<file path="src/rtl/mips_pkg.sv">
// Shared MIPS opcode constants, kind codes and encoder state type.
// Common to the control decoder and the instruction encoder.
package mips_pkg;

  localparam logic [5:0] OP_RTYPE = 6'h00;
  localparam logic [5:0] OP_ADDI  = 6'h08;
  localparam logic [5:0] OP_ANDI  = 6'h0C;
  localparam logic [5:0] OP_BEQ   = 6'h04;
  localparam logic [5:0] OP_JAL   = 6'h03;
  localparam logic [5:0] OP_LW    = 6'h23;
  localparam logic [5:0] OP_SW    = 6'h2B;

  typedef enum logic [2:0] {
    K_RTYPE   = 3'd0,
    K_ADDI    = 3'd1,
    K_ANDI    = 3'd2,
    K_BEQ     = 3'd3,
    K_JAL     = 3'd4,
    K_LW      = 3'd5,
    K_SW      = 3'd6,
    K_ILLEGAL = 3'd7
  } kind_e;

  typedef enum logic [1:0] {
    S_IDLE = 2'd0,
    S_RUN  = 2'd1,
    S_FULL = 2'd2,
    S_DONE = 2'd3
  } encState_e;

endpackage

</file>
<file path="src/rtl/instr_pack.sv">
// Combinational field packing: kind plus fields to a 32-bit MIPS word.
// Fields a kind does not use never reach the word.
module instr_pack
  import mips_pkg::*;
(
  input  logic [2:0]  kind,
  input  logic [4:0]  rs,
  input  logic [4:0]  rt,
  input  logic [4:0]  rd,
  input  logic [5:0]  funct,
  input  logic [15:0] imm,
  input  logic [25:0] target,
  output logic [31:0] word,
  output logic        illegal
);

  kind_e k;
  assign k = kind_e'(kind);

  always_comb begin
    word    = 32'h0;
    illegal = 1'b0;
    unique case (k)
      K_RTYPE: word = {OP_RTYPE, rs, rt, rd, 5'b0, funct};
      K_ADDI:  word = {OP_ADDI, rs, rt, imm};
      K_ANDI:  word = {OP_ANDI, rs, rt, imm};
      K_BEQ:   word = {OP_BEQ, rs, rt, imm};
      K_JAL:   word = {OP_JAL, target};
      K_LW:    word = {OP_LW, rs, rt, imm};
      K_SW:    word = {OP_SW, rs, rt, imm};
      default: illegal = 1'b1;
    endcase
  end

endmodule

</file>
<file path="src/rtl/instr_encoder.sv">
// Program loader: encodes instruction requests and streams them into
// instruction memory, one word per cycle, starting at base_addr.
module instr_encoder
  import mips_pkg::*;
#(
  parameter int ADDR_W = 8
) (
  input  logic              clk,
  input  logic              reset,
  input  logic              start,
  input  logic [ADDR_W-1:0] base_addr,
  input  logic              finish,
  input  logic              in_valid,
  output logic              in_ready,
  input  logic [2:0]        kind,
  input  logic [4:0]        rs,
  input  logic [4:0]        rt,
  input  logic [4:0]        rd,
  input  logic [5:0]        funct,
  input  logic [15:0]       imm,
  input  logic [25:0]       target,
  output logic              imem_we,
  output logic [ADDR_W-1:0] imem_addr,
  output logic [31:0]       imem_wdata,
  output logic [ADDR_W:0]   count,
  output logic              full,
  output logic              err,
  output logic              busy
);

  localparam logic [ADDR_W-1:0] ADDR_ONE = 1;
  localparam logic [ADDR_W:0]   CNT_ONE  = 1;
  localparam logic [ADDR_W:0]   CNT_MAX  = '1;

  encState_e         state;
  logic [ADDR_W-1:0] wrAddr;
  logic [31:0]       packWord;
  logic              illegal;
  logic              accept;
  logic              legalAcc;

  instr_pack uPack (
    .kind    (kind),
    .rs      (rs),
    .rt      (rt),
    .rd      (rd),
    .funct   (funct),
    .imm     (imm),
    .target  (target),
    .word    (packWord),
    .illegal (illegal)
  );

  assign in_ready = (state == S_RUN);
  assign busy     = (state == S_RUN);
  assign accept   = in_valid && in_ready;
  assign legalAcc = accept && !illegal;

  always_ff @(posedge clk or posedge reset) begin
    if (reset) begin
      state      <= S_IDLE;
      wrAddr     <= '0;
      imem_we    <= 1'b0;
      imem_addr  <= '0;
      imem_wdata <= '0;
      count      <= '0;
      full       <= 1'b0;
      err        <= 1'b0;
    end else begin
      imem_we <= 1'b0;
      // An accepted word is written even if start arrives alongside it.
      if (legalAcc) begin
        imem_we    <= 1'b1;
        imem_addr  <= wrAddr;
        imem_wdata <= packWord;
      end
      if (start) begin
        state  <= S_RUN;
        wrAddr <= base_addr;
        count  <= '0;
        err    <= 1'b0;
        full   <= 1'b0;
      end else if (state == S_RUN) begin
        if (accept && illegal) err <= 1'b1;
        if (legalAcc) begin
          wrAddr <= wrAddr + ADDR_ONE;
          if (count != CNT_MAX) count <= count + CNT_ONE;
        end
        if (legalAcc && (&wrAddr)) begin
          full  <= 1'b1;
          state <= S_FULL;
        end else if (finish) begin
          state <= S_DONE;
        end
      end
    end
  end

endmodule

</file>
<file path="config.mk">
export PLATFORM = sky130hd
export DESIGN_NAME = instr_encoder
export DESIGN_NICKNAME = d
export VERILOG_FILES = /design/src/rtl/mips_pkg.sv /design/src/rtl/instr_pack.sv /design/src/rtl/instr_encoder.sv
export SDC_FILE = /design/constraint.sdc
export NUM_CORES = 1
export LEC_CHECK = 0
export ABC_AREA = 1
export CAP_MARGIN = 30
export CORE_UTILIZATION = 32
export DETAILED_ROUTE_END_ITERATION = 8
export PLACE_DENSITY = 0.7
export SYNTH_ARGS = -nofsm -noshare
export SYNTH_HDL_FRONTEND = slang
export SYNTH_SLANG_ARGS = --single-unit
</file>
<file path="constraint.sdc">
create_clock -name clk -period 2 [get_ports clk]
set_input_delay 0.2 -clock clk [delete_from_list [all_inputs] [get_ports clk]]
set_output_delay 0.2 -clock clk [all_outputs]
set_load 0.02 [all_outputs]
</file>
==> results <==
- The die covers 10500 um^2.
- The tool flagged a number of max-cap violations equal to 0.
- By instance count, the leading cell after synthesis is sky130_fd_sc_hd__nand2_1.
- The type of the tightest min-delay check is in2async.
- The largest area contributor in the netlist is sky130_fd_sc_hd__dfrtp_1.
- The count of clock tree sinks is 60.
- The cell chosen for the clock root is sky130_fd_sc_hd__clkbuf_8.
- The synthesized design contains 0 enable-type register cells.
- The total overflow left after global routing is 0.
- The overall track demand over capacity in global routing is 17.9%.
- STA puts the critical path data required time at 2.26 ns.
- The number of nets produced by synthesis is 523.
- Sequential elements use 46.6% of the synthesized area.
- In the synthesized netlist the dominant register cell turns out to be sky130_fd_sc_hd__dfrtp_1.
- Entering global routing, the biggest net connects 38 pins.
- The worst IR drop on VDD is 0.372 mV.
- The endpoint kind of the worst setup timing path is a register.
- The number of hold violations in the final report is 0.
- The total wirelength of the detailed-routed design is 9.36 mm.
- For this run, the number of Yosys warnings is 0.
- The length of the first detailed-routing pass in iterations is 6.
- Setup repair after global routing left no endpoint under its margin.
- In the synthesized netlist, the cells that appear most often are sky130_fd_sc_hd__nand2_1, sky130_fd_sc_hd__dfrtp_1, sky130_fd_sc_hd__nand3_1.
- Cells with a size suffix above 1 make up 8.25% of the layout.
- The finished cells cover 4930 um^2.
- The top achievable clock speed is 557 MHz.
- The number of pins exceeding their max-slew limit in the final report came to 0.
- The maximum fanout encountered on the critical timing path is 11.
- The initial utilization of the core area, before any placement, comes to 33.0%.
- The first global-routing pass estimated 14.3 mm of wire.
- The cell area after synthesis is 3220 um^2.
- The number of gates resized after CTS was 0.
- The final total negative setup slack is 0 ns.
- The number of global-route vias before repair is 3168.
- In the final routed layout, each cell accounts on average for 13.1 um.
- The worst setup path is of the reg2reg kind.
- Of the post-synthesis cell area, the dominant cell type holds 46.6%.
- In this design, the stage delay of the slowest critical-path cell is 0.40 ns.
- After layout, the worst path uses 89.7% of the clock period.
- The initial antenna violation count is 0.
- The remaining antenna violation count after routing is 0.
- The number of instances in the synthesized netlist is 441.
- The number of diodes is 0.
- Measured along the y axis, the die boundary spans 102 um.
- TritonCTS built the clock tree.
- In this run the tool buffered the top-level ports with 131 buffer cells.
- The reg2reg setup slack is 0.21 ns.
- The half-perimeter wire length of the detailed placement result is 7.27 mm.
- The final setup skew is 0.00834 ns.
- Walking the worst path, the cells encountered are ha_1 -> inv_1 -> nor2_1 -> nand2_1 -> nor3_1 -> ha_1 -> nand2_1 -> nand2_2 -> nand2_1 -> o21ai_2.
- The number of buffers inserted for hold repair after clock tree synthesis is 0.
- In the synthesized netlist the async set-or-reset flop fraction comes to 100%.
- The area growth from synthesis to final layout is 53.0%.
- The detailed-route via count is 3268.
- Dividing the detail-routed via count by the number of cells gives 4.57.
- The leakage power figure is 2.38 nW.
- By area the synthesized netlist is led by sky130_fd_sc_hd__dfrtp_1, sky130_fd_sc_hd__nand2_1, sky130_fd_sc_hd__nand3_1.
- The number of distinct library cell variants in the gate-level netlist after synthesis is 29.
- Counting the buffers created by CTS gives 9.
- The clock latency of the later-clocked register in the worst-skew pair is 0.33 ns.
- The clock transition at the registers of the reported paths is 0.07 ns.
- The clock passes through at most 2 buffers.
- The flow ran to the end, and the final reports show no timing, DRC or antenna violations.
- The placer's final routability congestion estimate is 0.876.
- The worst setup path is launched from a register.
- The ratio of total power to cell area is 842 nW/um^2.
- The total setup buffers inserted after CTS is 0.
- In this run the cell area measured after placement is 4720 um^2.
- In the routed design, unresolved DRC markers number 0.
- The most numerous cell on the critical path is sky130_fd_sc_hd__nand2_1.
- During I/O placement, the number of pins put on the boundary was 133.
- The worst path needs 1.79 ns of the cycle, external delays included.
- Synthesis inferred 60 register bits.
- The slowest stage of the critical path belongs to the cell sky130_fd_sc_hd__dfrtp_1.
- The count of nets after finishing is 659.
- The post-synthesis average cell area is 7.31 um^2.
- In this run the number of H-tree levels came out at 3.
- Setup violations remaining at the end of the flow were counted as 0.
- The floorplan has 36 rows.
- STA puts the critical path data arrival time at 2.06 ns.
- After the first detailed-routing iteration, the DRC count stood at 101.
- In this run the horizontal extent of the chip is 102 um.
- The core box area is 9770 um^2.
## critical path: cells and delay by family (launching register included)
family                     cells  cell delay (ns)
and+or+nand+nor                6             0.82
AOI/OAI and AO/OA              1             0.06
adders and majority gates      2             0.40
buffers and inverters          1             0.04
DFF                            1             0.40
## registers in the layout (all words and copies together), names as in the netlist
register,cells
imem_wdata,30
count,9
imem_addr,8
wrAddr,8
state,2
err,1
full,1
imem_we,1
## layout by cell type (no fill, tap or decap), drive strengths merged
cell,Yosys,routed
bufinv,0,2
ha,3,3
inv,47,47
o21ai,17,17
or2,12,12
clkdlybuf4s50,0,131
nor2,34,34
xnor2,1,1
dfrtp,60,60
clkbuf,2,11
xor2,3,3
clkinv,1,4
conb,1,1
nand2,177,177
a21oi,11,11
buf,16,12
nand3,49,49
o31ai,1,1
nand4,5,5
nor3,1,1
## where the power goes
part / switching, mW / internal (mW) / leakage, nW
Sequential: 0.138 / 1.43 / 0.740
Clock: 0.470 / 0.730 / 0.113
Combinational: 0.715 / 0.671 / 1.53
## metrics by stage
stage | utilization (%) | hold WS, ns | total power, mW | cells | setup WS [ns]
3_3_place_gp | 48.2 | 0.414 | 2.96 | 699 | 0.195
2_1_floorplan | - | 0.296 | 2.27 | 441 | 0.249
5_1_grt | 50.5 | 0.0640 | 4.40 | 715 | 0.0438
6_report | 50.5 | 0.0616 | 4.15 | 715 | 0.206
3_5_place_dp | 48.2 | 0.419 | 2.99 | 699 | 0.122
4_1_cts | 50.5 | 0.0492 | 4.20 | 715 | 0.0921
## final cells by class
| type | count | area (um^2) |
|---|---|---|
| Clock buffer | 11 | 141 |
| Multi-Input combinational cell | 315 | 1430 |
| Clock inverter | 5 | 75.1 |
| Tap cell | 133 | 166 |
| Inverter | 48 | 180 |
| Timing Repair Buffer | 143 | 1440 |
| Fill cell | 934 | 4840 |
| Sequential cell | 60 | 1500 |
## metal layers
metal	vias up	global-route usage, %	wire length [um]
li1	1628	-	-
met1	1500	19.6	3830
met2	128	32.8	4610
met3	12	5.34	795
met4	0	5.82	121
met5	-	0	0
## path summary, 6_finish.rpt
check	end	depth (start not counted)	from
worst max-delay path	count[5]	10	count[0]
worst min-delay path	imem_wdata[3]	2	reset
worst max register to register	count[5]	10	count[0]
worst min register to register	imem_addr[3]	2	imem_addr[3]
max in group asynchronous	imem_wdata[20]	3	reset
min in group clk	imem_wdata[6]	3	imm[6]
## cell families (layout without fill, tap and decap cells)
family,after synthesis,count (layout),share of synthesized area (%)
adders and majority gates,3,3,1.16
DFF,60,60,46.6
buffers and inverters,66,207,9.12
AOI/OAI and AO/OA,29,29,4.70
other,1,1,0.116
xor gates and xnor gates,4,4,1.09
and+or+nand+nor,278,278,37.3
No activity file was read; power rests on OpenSTA's default activity.
